### config.mk
export PLATFORM = sky130hd
export DESIGN_NAME = aclk_keybuf_flat
export DESIGN_NICKNAME = d
export VERILOG_FILES = /design/src/rtl/aclk_pkg.sv /design/src/rtl/aclk_keybuf_if.sv /design/src/rtl/aclk_idle_timer.sv /design/src/rtl/aclk_keybuf.sv /design/src/flat_wrapper.sv
export SDC_FILE = /design/constraint.sdc
export NUM_CORES = 1
export LEC_CHECK = 0
export CORE_UTILIZATION = 55
export DETAILED_ROUTE_END_ITERATION = 6
export DONT_BUFFER_PORTS = 1
export PLACE_DENSITY = 0.73
export SYNTH_ARGS = -nofsm -noshare
export SYNTH_HDL_FRONTEND = slang
export SYNTH_HIERARCHICAL = 1
export SYNTH_SLANG_ARGS = --single-unit
### constraint.sdc
create_clock -name clock -period 2 [get_ports clock]
set_input_delay 0.2 -clock clock [delete_from_list [all_inputs] [get_ports clock]]
set_output_delay 0.2 -clock clock [all_outputs]
set_load 0.01 [all_outputs]
### src/rtl/aclk_pkg.sv
// aclk_pkg: shared defaults, mode enum and digit-extract helper for the alarm-clock key buffer
//   DIGIT_W_DEF / KEY_MAX_DEF : default key-code width and largest accepted code
//   mode_t                    : buffer fill mode
//   digit_at()                : digit i of a flat digit bus (up to 8 digits of up to 8 bits)
package aclk_pkg;
    localparam int DIGIT_W_DEF = 4;
    localparam int KEY_MAX_DEF = 9;

    typedef enum logic [1:0] {MODE_EMPTY, MODE_ENTRY, MODE_FULL} mode_t;

    function automatic logic [7:0] digit_at(input logic [63:0] flat, input int i, input int w);
        digit_at = 8'((flat >> (i * w)) & ((64'd1 << w) - 64'd1));
    endfunction
endpackage

### src/rtl/aclk_keybuf_if.sv
// aclk_keybuf_if: keypad-side command strobes and registered digit-buffer outputs
//   master: drives key/shift/backspace/clear/tick, observes digits/count/full/key_err/timeout
//   slave : the key buffer itself
interface aclk_keybuf_if #(
    parameter int NUM_DIGITS = 4,
    parameter int DIGIT_W    = aclk_pkg::DIGIT_W_DEF
);
    localparam int CW = $clog2(NUM_DIGITS + 1);

    logic [DIGIT_W-1:0]            key;
    logic                          shift;
    logic                          backspace;
    logic                          clear;
    logic                          tick;
    logic [NUM_DIGITS*DIGIT_W-1:0] digits;
    logic [CW-1:0]                 count;
    logic                          full;
    logic                          key_err;
    logic                          timeout;

    modport master (
        output key, shift, backspace, clear, tick,
        input  digits, count, full, key_err, timeout
    );

    modport slave (
        input  key, shift, backspace, clear, tick,
        output digits, count, full, key_err, timeout
    );
endinterface

### src/rtl/aclk_idle_timer.sv
// aclk_idle_timer: counts enabled ticks and pulses done on the TIMEOUT_TICKS-th one (0 disables)
//   clock, reset : rising-edge clock, synchronous active-high reset
//   clr_i        : zero the count (activity); suppresses done in the same cycle
//   en_i         : qualified tick
//   done_o       : combinational, high in the cycle whose edge completes the count
module aclk_idle_timer #(
    parameter int TIMEOUT_TICKS = 10
) (
    input  logic clock,
    input  logic reset,
    input  logic clr_i,
    input  logic en_i,
    output logic done_o
);
    localparam int TW = TIMEOUT_TICKS > 0 ? $clog2(TIMEOUT_TICKS + 1) : 1;

    logic [TW-1:0] cnt_q;

    assign done_o = TIMEOUT_TICKS > 0 && en_i && !clr_i && cnt_q == TW'(TIMEOUT_TICKS - 1);

    always_ff @(posedge clock) begin
        if (reset || clr_i || done_o)
            cnt_q <= '0;
        else if (en_i && TIMEOUT_TICKS > 0)
            cnt_q <= cnt_q + TW'(1);
    end
endmodule

### src/rtl/aclk_keybuf.sv
// aclk_keybuf: shift buffer of key digits with count, backspace, clear, invalid-key reject and idle timeout
//   clock, reset : rising-edge clock, synchronous active-high reset
//   kb (slave)   : key/shift/backspace/clear/tick in; digits/count/full/key_err/timeout out (all registered)
module aclk_keybuf
    import aclk_pkg::*;
#(
    parameter int NUM_DIGITS    = 4,
    parameter int DIGIT_W       = DIGIT_W_DEF,
    parameter int KEY_MAX       = KEY_MAX_DEF,
    parameter int TIMEOUT_TICKS = 10
) (
    input logic          clock,
    input logic          reset,
    aclk_keybuf_if.slave kb
);
    localparam int            CW   = $clog2(NUM_DIGITS + 1);
    localparam int            BW   = NUM_DIGITS * DIGIT_W;
    localparam logic [CW-1:0] CMAX = CW'(NUM_DIGITS);

    logic [BW-1:0] dig_q, dig_d;
    logic [CW-1:0] cnt_q, cnt_d;
    logic          err_q, err_d, to_q;
    mode_t         mode_q, mode_d;
    logic          valid, do_bs, do_sh, act, fire, wipe;

    // Priority clear > backspace > shift; a backspace on an empty buffer still blocks a shift.
    always_comb begin
        valid  = kb.key <= DIGIT_W'(KEY_MAX);
        do_bs  = !kb.clear && kb.backspace && cnt_q != '0;
        do_sh  = !kb.clear && !kb.backspace && kb.shift;
        act    = kb.clear || do_bs || do_sh;
        wipe   = kb.clear || fire;
        dig_d  = wipe ? '0 :
                 do_bs ? {DIGIT_W'(0), dig_q[BW-1:DIGIT_W]} :
                 do_sh && valid ? {dig_q[BW-DIGIT_W-1:0], kb.key} : dig_q;
        cnt_d  = wipe ? '0 :
                 do_bs ? cnt_q - CW'(1) :
                 do_sh && valid && cnt_q != CMAX ? cnt_q + CW'(1) : cnt_q;
        err_d  = do_sh && !valid;
        mode_d = cnt_d == '0 ? MODE_EMPTY : cnt_d == CMAX ? MODE_FULL : MODE_ENTRY;
    end

    always_ff @(posedge clock) begin
        if (reset)
            mode_q <= MODE_EMPTY;
        else
            mode_q <= mode_d;
    end

    always_ff @(posedge clock) begin
        if (reset) begin
            dig_q <= '0;
            cnt_q <= '0;
            err_q <= 1'b0;
            to_q  <= 1'b0;
        end else begin
            dig_q <= dig_d;
            cnt_q <= cnt_d;
            err_q <= err_d;
            to_q  <= fire;
        end
    end

    // Any command (including a rejected key) counts as activity and zeroes the idle count.
    aclk_idle_timer #(.TIMEOUT_TICKS(TIMEOUT_TICKS)) u_timer (
        .clock  (clock),
        .reset  (reset),
        .clr_i  (act),
        .en_i   (kb.tick && mode_q == MODE_ENTRY),
        .done_o (fire)
    );

    assign kb.digits  = dig_q;
    assign kb.count   = cnt_q;
    assign kb.full    = mode_q == MODE_FULL;
    assign kb.key_err = err_q;
    assign kb.timeout = to_q;
endmodule

### src/flat_wrapper.sv
// flat-port wrapper written by rule: the top's interface ports become plain ports
module aclk_keybuf_flat import aclk_pkg::*;
#(
    parameter int NUM_DIGITS    = 4,
    parameter int DIGIT_W       = DIGIT_W_DEF,
    parameter int KEY_MAX       = KEY_MAX_DEF,
    parameter int TIMEOUT_TICKS = 10
)
  (clock, reset, kb_key, kb_shift, kb_backspace, kb_clear, kb_tick, kb_digits, kb_count, kb_full, kb_key_err, kb_timeout);
  aclk_keybuf_if #(.NUM_DIGITS(NUM_DIGITS), .DIGIT_W(DIGIT_W)) kb_i ();
  input logic clock;
  input logic reset;
  input wire logic [$bits(kb_i.key)-1:0] kb_key;
  input wire logic [$bits(kb_i.shift)-1:0] kb_shift;
  input wire logic [$bits(kb_i.backspace)-1:0] kb_backspace;
  input wire logic [$bits(kb_i.clear)-1:0] kb_clear;
  input wire logic [$bits(kb_i.tick)-1:0] kb_tick;
  output wire logic [$bits(kb_i.digits)-1:0] kb_digits;
  output wire logic [$bits(kb_i.count)-1:0] kb_count;
  output wire logic [$bits(kb_i.full)-1:0] kb_full;
  output wire logic [$bits(kb_i.key_err)-1:0] kb_key_err;
  output wire logic [$bits(kb_i.timeout)-1:0] kb_timeout;
  assign kb_i.key = kb_key;
  assign kb_i.shift = kb_shift;
  assign kb_i.backspace = kb_backspace;
  assign kb_i.clear = kb_clear;
  assign kb_i.tick = kb_tick;
  assign kb_digits = kb_i.digits;
  assign kb_count = kb_i.count;
  assign kb_full = kb_i.full;
  assign kb_key_err = kb_i.key_err;
  assign kb_timeout = kb_i.timeout;
  aclk_keybuf #(.NUM_DIGITS(NUM_DIGITS), .DIGIT_W(DIGIT_W), .KEY_MAX(KEY_MAX), .TIMEOUT_TICKS(TIMEOUT_TICKS)) u_core (.clock(clock), .reset(reset), .kb(kb_i));
endmodule
==> results of run 1 <==
[path summary, 6_finish.rpt]
| kind | startpoint | end | slack (ns) | depth (start not counted) |
|---|---|---|---|---|
| worst max-delay path | u_core/kb.count[1] | u_core/mode_q[0] | 0.17 | 10 |
| worst min-delay path | kb_key[0] | u_core/kb.digits[0] | 0.01 | 2 |
| worst max register to register | u_core/kb.count[1] | u_core/mode_q[0] | 0.17 | 10 |
| worst min register to register | u_core/u_timer/cnt_q[1] | u_core/u_timer/cnt_q[1] | 0.53 | 2 |
[cell usage after synthesis, types with 2 or more instances]
| master | instances | area [um2] |
|---|---|---|
| nand4_1 | 2 | 12.5 |
| nor2b_1 | 4 | 25.0 |
| ha_1 | 5 | 62.6 |
| nor2_1 | 22 | 82.6 |
| xor2_1 | 2 | 17.5 |
| buf_2 | 3 | 15.0 |
| dfxtp_1 | 27 | 541 |
| a311oi_1 | 6 | 52.6 |
| a311oi_2 | 6 | 90.1 |
| xnor2_1 | 2 | 17.5 |
| nand2_1 | 37 | 139 |
| a21oi_1 | 5 | 25.0 |
| inv_1 | 3 | 11.3 |
[cells by family (layout without fill, tap and decap cells)]
group,Yosys count,in the layout,synth area share
AOI/OAI and AO/OA,27,27,0.191
and+or+nand+nor,77,77,0.278
adders and majority gates,5,5,0.0468
buffers and inverters,10,19,0.0542
xor gates and xnor gates,4,4,0.0262
DFF,27,27,0.404
[registers in the layout, indices dropped and copies added (netlist names)]
| signal | count |
|---|---|
| u_core/kb.count | 3 |
| u_core/mode_q | 2 |
| u_core/kb.digits | 16 |
| u_core/kb.timeout | 1 |
| u_core/kb.key_err | 1 |
| u_core/u_timer/cnt_q | 4 |
[timing repair]
item	4_1_cts	5_1_grt
hold endpoints to repair	4	1
setup endpoints to repair	0	18
hold buffers	1	1
resized for setup	0	4
buffers inserted	0	1
[per-stage QoR]
step / cell area [um2] / cells / setup slack [ns]
floorplan: 1340 / 150 / 0.0130
global placement: 1380 / 180 / 0.184
detailed placement: 1380 / 180 / 0.131
CTS: 1420 / 185 / 0.0713
global route: 1450 / 187 / 0.0186
finish: 1450 / 187 / 0.167
[area by class of cell]
type	count	area (um2)	area share
inverter	3	11.3	0.00776
clock buffer	3	22.5	0.0155
multi-input combinational	113	739	0.509
clock inverter	1	7.51	0.00517
timing repair buffer	12	95.1	0.0655
tap	28	35.0	0.0241
sequential	27	541	0.372
[where the power goes]
part	switching, mW	leakage, nW	internal [mW]
Sequential	0.00374	0.218	0.542
Combinational	0.0362	0.293	0.0278
Clock	0.162	0.0139	0.0763
Total	0.202	0.525	0.646
[routing by layer]
layer  part of all wire  track usage
met1               0.48        0.335
met2               0.46        0.342
met3              0.053       0.0476
met4             0.0062       0.0856
met5                  0            0
==> reports/qor.csv, run 1 <==
metric,value,unit
worst_path_max_delay_cell,a211o_2,
criticalPathCategory,reg -> reg,
totalNegativeSetupSlack,0,ns
p_leak,0.525,nW
worst_slew_margin_rel,0.638,
fmaxAchievable,546,MHz
synth.lib_cells_used.distinct,39,
critPathBufInv,2,
synth_enable_flop_cells,0,
detailedPlacementHpwl,2020,um
timing.critical_path.to_type,register,
cts_sinks,27,
cts_root_buffer,clkbuf_4,
fp.dieArea,2630,um2
tot_pwr,0.848,mW
io_pins,32,
drt-vias-per-instance,5.86,
synth-main-ff-cell,dfxtp_1,
maxCapViolations,0,
via_count,1095,
cp_data_arrival_time,2.06,ns
critical_path.startpoint_type,register,
floorplan.core_area,2250,um2
floorplan.die.height,51.3,um
final_cell_mix,"37 x nand2_1, 27 x dfxtp_1, 21 x nor2_1, 10 x buf_4",
max_stage_delay,0.37,ns
outcome,"complete, no violations",
detail_route.wirelength,2730,um
worst_hold_path_type,in -> reg,
global_route.usage.total,0.234,
number_of_antenna_diodes,0,
wl_per_cell,14.6,um
detailedRoute.firstPassIterationCount,4,
setup_viol_count_final,0,
grt_max_degree,25,
core_util_final,0.644,
drtIter0Drc,39,
initial_utilization,0.593,
drtAntennaViolNets,0,
tightest_slew,0.540,ns
clkLatencyLatePin,0.32,ns
min_period,1.83,ns
num-fill-cells,202,
finalCritPeriodShare,0.916,
ir_worst_vdd,0.445,mV
crit_path_cells,inv_1 -> ha_2 -> nand2b_1 -> a211o_2 -> nor2_4 -> a311o_1 -> a31oi_1 -> a21oi_1 -> buf_4 -> nor2_1,
timing.critical_path.fanout_max,4,
timing.hold.ws,0.0104,ns
synth_fp_nets,165,
grt_first_pass_wirelength,4640,um
antenna_found_initial,0,
most_common_library_cell_in_the_layout_ignoring_fill_and_taps,nand2_1,
count_of_input_and_output_buffers,0,
syn-instance-count,150,
powerDensity,584,nW/um2
post_synth.cell_area_avg,8.92,um2
globalplace.congestion,0.924,
drive_above_1_share,0.214,
first_global_vias,1018,
yosys_warnings,6,
grt_remaining_overflow,0,
synthesized_area,1340,um2
timing.final.hold_violations,0,
detail_route.drc_violations,0,
cts-root-to-sink-buffers,2,
tritoncts_clock_tree,done,
critical-path-top-delay-family,compound AO/OA/AOI/OAI gates,
clk_transition_reported_paths,0.15,ns
finalClockSkew,0.00788,ns
grt_setup_unrepaired,no,
rows,17,
die_width,51.3,um
areaGrowthSynthToFinish,8.51,%
crit_required,2.23,ns
finalNetCount,175,
asyncSetResetFlopFracSynth,0,
cts_htree_levels,1,
final-max-slew-violation-count,0,
number_of_flip_flops_and_latches_in_the_synthesized_netlist,27,
ys_seq_area_frac,0.404,
cts_inserted_buffers,3,
No activity file was read; power rests on OpenSTA's default activity.
==> run 2: changes to the inputs <==
--- a/config.mk
+++ b/config.mk
@@ -5,10 +5,10 @@
 export SDC_FILE = /design/constraint.sdc
 export NUM_CORES = 1
 export LEC_CHECK = 0
-export CORE_UTILIZATION = 55
+export CORE_UTILIZATION = 65
 export DETAILED_ROUTE_END_ITERATION = 6
 export DONT_BUFFER_PORTS = 1
-export PLACE_DENSITY = 0.73
+export PLACE_DENSITY = 0.81
 export SYNTH_ARGS = -nofsm -noshare
 export SYNTH_HDL_FRONTEND = slang
 export SYNTH_HIERARCHICAL = 1
==> constraint.sdc (replaced) <==
create_clock -name clock -period 2.2 [get_ports clock]
set_input_delay 0.22 -clock clock [delete_from_list [all_inputs] [get_ports clock]]
set_output_delay 0.22 -clock clock [all_outputs]
set_load 0.01 [all_outputs]
==> run 2 against run 1 <==
Highest routed layer unchanged; sequential power is 9.0% lower; combinational power is 17% lower; via count is 2.8% lower; sequential share of layout area is 1.7 points higher; core utilization is 7.1 points higher; die area is 15% lower; setup slack better by 0.049 ns.
==> reports/qor.csv, run 2 (synthesized netlist as in run 1, its figures left out) <==
metric,value,unit,change
hold-path-cell-count,2,,unchanged
grt_max_degree,25,,unchanged
crit_required,2.44,ns,+0.21 ns
timing.hold.ws,0.0461,ns,+0.0357 ns
multiInputGateArea,729,um2,-1.4%
count_of_input_and_output_buffers,0,,unchanged
min_period,1.98,ns,+0.151 ns
finalClockSkew,0.00194,ns,-0.00593 ns
criticalPathCategory,reg -> reg,,
maxCapViolations,0,,unchanged
post-route-cell-area,1390,um2,-4.3%
tot_pwr,0.761,mW,-10%
cts_htree_levels,1,,unchanged
cts_sinks,27,,unchanged
worst_hold_path_type,in -> reg,,
grt_setup_unrepaired,no,,
finalCritPeriodShare,0.902,,-0.0147
tightest_slew,0.553,ns,+0.0134 ns
regArea,541,um2,unchanged
io_pins,32,,unchanged
fp.dieArea,2240,um2,-15%
number_of_antenna_diodes,0,,unchanged
core_util_final,0.715,,+0.0715
powerDensity,548,nW/um2,-6.2%
grt_first_pass_wirelength,4070,um,-12%
final_cell_mix,"37 x nand2_1, 27 x dfxtp_1, 22 x nor2_1, 6 x a311oi_2, 6 x a311oi_1",,
antenna_found_initial,0,,unchanged
clkLatencyLatePin,0.32,ns,about the same
fmaxAchievable,504,MHz,-7.6%
first_global_vias,985,,-3.2%
timing.critical_path.to_type,register,,
floorplan.core_area,1940,um2,-14%
clk_transition_reported_paths,0.14,ns,about the same
global_route.usage.total,0.260,,+0.0266
die_width,47.4,um,-7.7%
timing.critical_path.fanout_max,12,,+8
ir_worst_vdd,0.438,mV,-1.6%
finalNetCount,169,,-3.4%
cp_data_arrival_time,2.22,ns,+0.16 ns
rr_worst_depth,8,,-2
drtAntennaViolNets,0,,unchanged
wl_per_cell,15.1,um,+3.4%
tritoncts_clock_tree,done,,
totalNegativeSetupSlack,0,ns,unchanged
worst_slew_margin_rel,0.630,,-0.00742
detailedRoute.firstPassIterationCount,4,,unchanged
areaGrowthSynthToFinish,3.84,%,
cts_setup_buffers,0,,unchanged
floorplan.die.height,47.4,um,-7.7%
drt-vias-per-instance,5.91,,+0.95%
grt_remaining_overflow,0,,unchanged
p_leak,0.499,nW,-5.0%
drtIter0Drc,17,,-56%
initial_utilization,0.689,,+0.0956
timing.final.hold_violations,0,,unchanged
detail_route.wirelength,2720,um,-0.51%
cts_inserted_buffers,3,,unchanged
setup_viol_count_final,0,,unchanged
globalplace.congestion,0.868,,-6.0%
via_count,1064,,-2.8%
detail_route.drc_violations,0,,unchanged
num-fill-cells,171,,-15%
most_common_library_cell_in_the_layout_ignoring_fill_and_taps,nand2_1,,
critical_path.startpoint_type,register,,
largest_register_ffs,16,,unchanged
final-max-slew-violation-count,0,,unchanged
detailedPlacementHpwl,1960,um,-3.3%
cts_root_buffer,clkbuf_4,,
postPlaceCellArea,1350,um2,-2.3%
cts-root-to-sink-buffers,2,,unchanged
rows,16,,-1
outcome,"complete, no violations",,
drive_above_1_share,0.170,,-0.0439
==> run 2: layer usage <==
layer  part of all wire  track usage  vias up  routed length [um]
li1                   -            -      522                   -
met1               0.42        0.304      497                1140
met2               0.51        0.447       39                1380
met3              0.055       0.0654        6                 150
met4              0.016        0.114        0                  44
met5                  0            0        -                   0
==> run 2: path summary, 6_finish.rpt <==
kind	from	end	slack, ns
worst max-delay path	u_core/kb.count[1]	u_core/kb.digits[8]	0.22
worst min-delay path	kb_key[0]	u_core/kb.digits[0]	0.05
worst max register to register	u_core/kb.count[1]	u_core/kb.digits[8]	0.22
worst min register to register	u_core/kb.digits[15]	u_core/kb.digits[15]	0.54
==> run 2: final cells by class <==
class | count | area share
Timing Repair Buffer | 6 | 0.0342
Tap cell | 27 | 0.0243
Sequential cell | 27 | 0.389
Clock buffer | 4 | 0.0189
Multi-Input combinational cell | 113 | 0.525
Inverter | 3 | 0.00811
==> run 2: where the power goes <==
part | leakage [nW] | total [mW] | switching [mW] | internal [mW]
Combinational | 0.266 | 0.0528 | 0.0322 | 0.0206
Sequential | 0.218 | 0.496 | 0.00335 | 0.492
Clock | 0.0150 | 0.213 | 0.142 | 0.0709
==> run 2: per-stage QoR <==
stage,worst slack [ns],cells
after floorplan,0.213,150
after global placement,0.309,175
after detailed placement,0.214,175
after CTS,0.156,180
after global routing,0.0209,180
final,0.217,180
==> run 2: repair_timing <==
| item | in CTS | in global routing |
|---|---|---|
| hold buffers | 1 | 0 |
| hold endpoints to repair | 4 | 0 |
| resized for setup | 0 | 1 |
| setup endpoints to repair | 0 | 5 |
==> run 2: critical path, stage by stage (launching register included) <==
cell and delay (ns):
dfxtp_1 0.43, inv_1 0.11, ha_1 0.22, nand2b_1 0.11
a211o_2 0.15, nor2_1 0.07, or3_4 0.41, buf_4 0.20
a311oi_1 0.22
==> run 3: changes to the inputs <==
--- a/config.mk
+++ b/config.mk
@@ -5,7 +5,9 @@
 export SDC_FILE = /design/constraint.sdc
 export NUM_CORES = 1
 export LEC_CHECK = 0
+export CORE_ASPECT_RATIO = 0.8
 export CORE_UTILIZATION = 65
+export CTS_CLUSTER_SIZE = 25
 export DETAILED_ROUTE_END_ITERATION = 6
 export DONT_BUFFER_PORTS = 1
 export PLACE_DENSITY = 0.81
==> run 3 against run 2 <==
Highest routed layer unchanged; critical path type unchanged; setup slack lost 0.070 ns; clock skew up 0.0069 ns; register-to-register slack worse by 0.07 ns; worst hold slack worse by 0.0022 ns; non-clock buffer count stayed put; cell area up 0.54%.
==> reports/qor.csv, run 3 (synthesized netlist as in run 1, its figures left out) <==
metric,value,unit,change
detailedPlacementHpwl,2060,um,+5.3%
p_leak,0.506,nW,+1.4%
crit_required,2.44,ns,about the same
io_pins,32,,unchanged
hold-path-cell-count,2,,unchanged
drtAntennaViolNets,0,,unchanged
drtIter0Drc,20,,+3
critical_path.startpoint_type,register,,
outcome,"complete, no violations",,
rr_worst_depth,8,,unchanged
drive_above_1_share,0.176,,+0.00654
cts-root-to-sink-buffers,2,,unchanged
fmaxAchievable,487,MHz,-3.4%
floorplan.core_area,1910,um2,-1.7%
fp.dieArea,2240,um2,about the same
multiInputGateArea,727,um2,-0.34%
clk_transition_reported_paths,0.14,ns,about the same
timing.critical_path.fanout_max,12,,unchanged
grt_remaining_overflow,0,,unchanged
timing.hold.worst.start,kb_key[1],,
r2r-start,u_core/kb.count[1],,
final-max-slew-violation-count,0,,unchanged
core_util_final,0.731,,+0.0161
worst_slew_margin_rel,0.639,,+0.00842
floorplan.die.height,42.6,um,-10%
final_cell_mix,"37 x nand2_1, 27 x dfxtp_1, 21 x nor2_1, 6 x a311oi_2, 6 x a311oi_1",,
regToRegSetupSlack,0.15,ns,-0.07 ns
min_period,2.05,ns,+0.0701 ns
number_of_antenna_diodes,0,,unchanged
setup_viol_count_final,0,,unchanged
initial_utilization,0.701,,+0.0117
detailedRoute.firstPassIterationCount,4,,unchanged
die_width,52.7,um,+11%
wl_per_cell,15.8,um,+4.9%
areaGrowthSynthToFinish,4.40,%,
maxCapViolations,0,,unchanged
finalNetCount,169,,unchanged
timing.hold.ws,0.0439,ns,-0.00215 ns
place_ws,0.184,ns,-0.0295 ns
globalplace.congestion,0.940,,+8.3%
powerDensity,546,nW/um2,-0.33%
totalNegativeSetupSlack,0,ns,unchanged
cts_inserted_buffers,3,,unchanged
detail_route.drc_violations,0,,unchanged
grt_first_pass_wirelength,4520,um,+11%
max_stage_delay,0.46,ns,+0.03 ns
ir_worst_vdd,0.399,mV,-8.9%
timing.critical_path.to_type,register,,
whs_endpoint,u_core/kb.digits[1],,
cts_htree_levels,1,,unchanged
worst_hold_path_type,in -> reg,,
clkLatencyLatePin,0.33,ns,about the same
first_global_vias,1005,,+2.0%
largest_register_ffs,16,,unchanged
count_of_input_and_output_buffers,0,,unchanged
num-fill-cells,148,,-13%
final.setup.worst_slack,0.146,ns,-0.0701 ns
drt-vias-per-instance,6.06,,+2.5%
via_count,1072,,+0.75%
grt_max_degree,25,,unchanged
detail_route.wirelength,2800,um,+3.2%
cts_sinks,27,,unchanged
criticalPathCategory,reg -> reg,,
crit-reg2reg-capture,u_core/kb.digits[0],,
grt_setup_unrepaired,no,,
regArea,541,um2,unchanged
crit_path_cells,inv_1 -> ha_1 -> nand2b_1 -> a211o_2 -> nor2_2 -> or3_1 -> buf_12 -> a311oi_1,,
timing.final.hold_violations,0,,unchanged
global_route.usage.total,0.279,,+0.0189
worst_path_max_delay_cell,or3_1,,
rows,14,,-2
finalCritPeriodShare,0.933,,+0.0319
cts_root_buffer,clkbuf_4,,
antenna_found_initial,0,,unchanged
cp_data_arrival_time,2.29,ns,+0.07 ns
most_common_library_cell_in_the_layout_ignoring_fill_and_taps,nand2_1,,
tritoncts_clock_tree,done,,
finalClockSkew,0.00888,ns,+0.00693 ns
tightest_slew,0.538,ns,-0.0149 ns
run 3: where the power goes:
| group | leakage [nW] | internal (mW) | total (mW) | switching, mW |
|---|---|---|---|---|
| Sequential | 0.218 | 0.492 | 0.496 | 0.00348 |
| Combinational | 0.270 | 0.0224 | 0.0553 | 0.0329 |
| Clock | 0.0177 | 0.0683 | 0.212 | 0.143 |
| Total | 0.506 | 0.583 | 0.763 | 0.180 |
run 3: worst max-delay path by stage:
stage | slack [ns] | endpoint | depth (start not counted) | start
6_report | 0.15 | u_core/kb.digits[0] | 8 | u_core/kb.count[1]
3_3_place_gp | 0.32 | u_core/mode_q[1] | 9 | u_core/kb.count[1]
5_1_grt | 0.02 | u_core/kb.digits[11] | 8 | u_core/kb.count[1]
3_5_place_dp | 0.18 | u_core/kb.digits[0] | 8 | u_core/kb.count[1]
4_1_cts | 0.15 | u_core/kb.digits[0] | 8 | u_core/kb.count[1]
2_1_floorplan | 0.21 | u_core/kb.digits[0] | 9 | u_core/kb.count[0]
run 3: what timing repair did:
item                                    CTS  global route
hold endpoints to repair                  4             0
hold buffers                              1             0
endpoints found under the setup margin    0             1
resized for setup                         0             1
setup buffers                             0             0
run 3: worst max-delay path, delay by kind of cell (launching register included):
kind / cells / cell delay, ns
AND/OR/NAND/NOR: 3 / 0.63
flip-flops: 1 / 0.43
AO/OA/AOI/OAI: 2 / 0.38
buffers and inverters: 2 / 0.30
adder cells (fa/ha/maj): 1 / 0.22
run 3: final cells by class:
type                       instances  share of cell area
tap                               24              0.0215
clock inverter                     1             0.00358
clock buffer                       3              0.0161
sequential                        27               0.387
inverter                           3             0.00806
multi-input combinational        113               0.521
timing repair buffer               6              0.0430
run 3: metrics by stage:
stage	power [mW]	std cells	area, um2
after floorplan	0.549	150	1340
after global placement	0.556	172	1360
after detailed placement	0.558	172	1360
after CTS	0.768	177	1390
after global routing	0.794	177	1400
final	0.763	177	1400
run 3: per-layer routing:
layer	track usage	wire length, um
met4	0.100	28
met1	0.343	1250
met3	0.101	171
met2	0.443	1360
met5	0	0
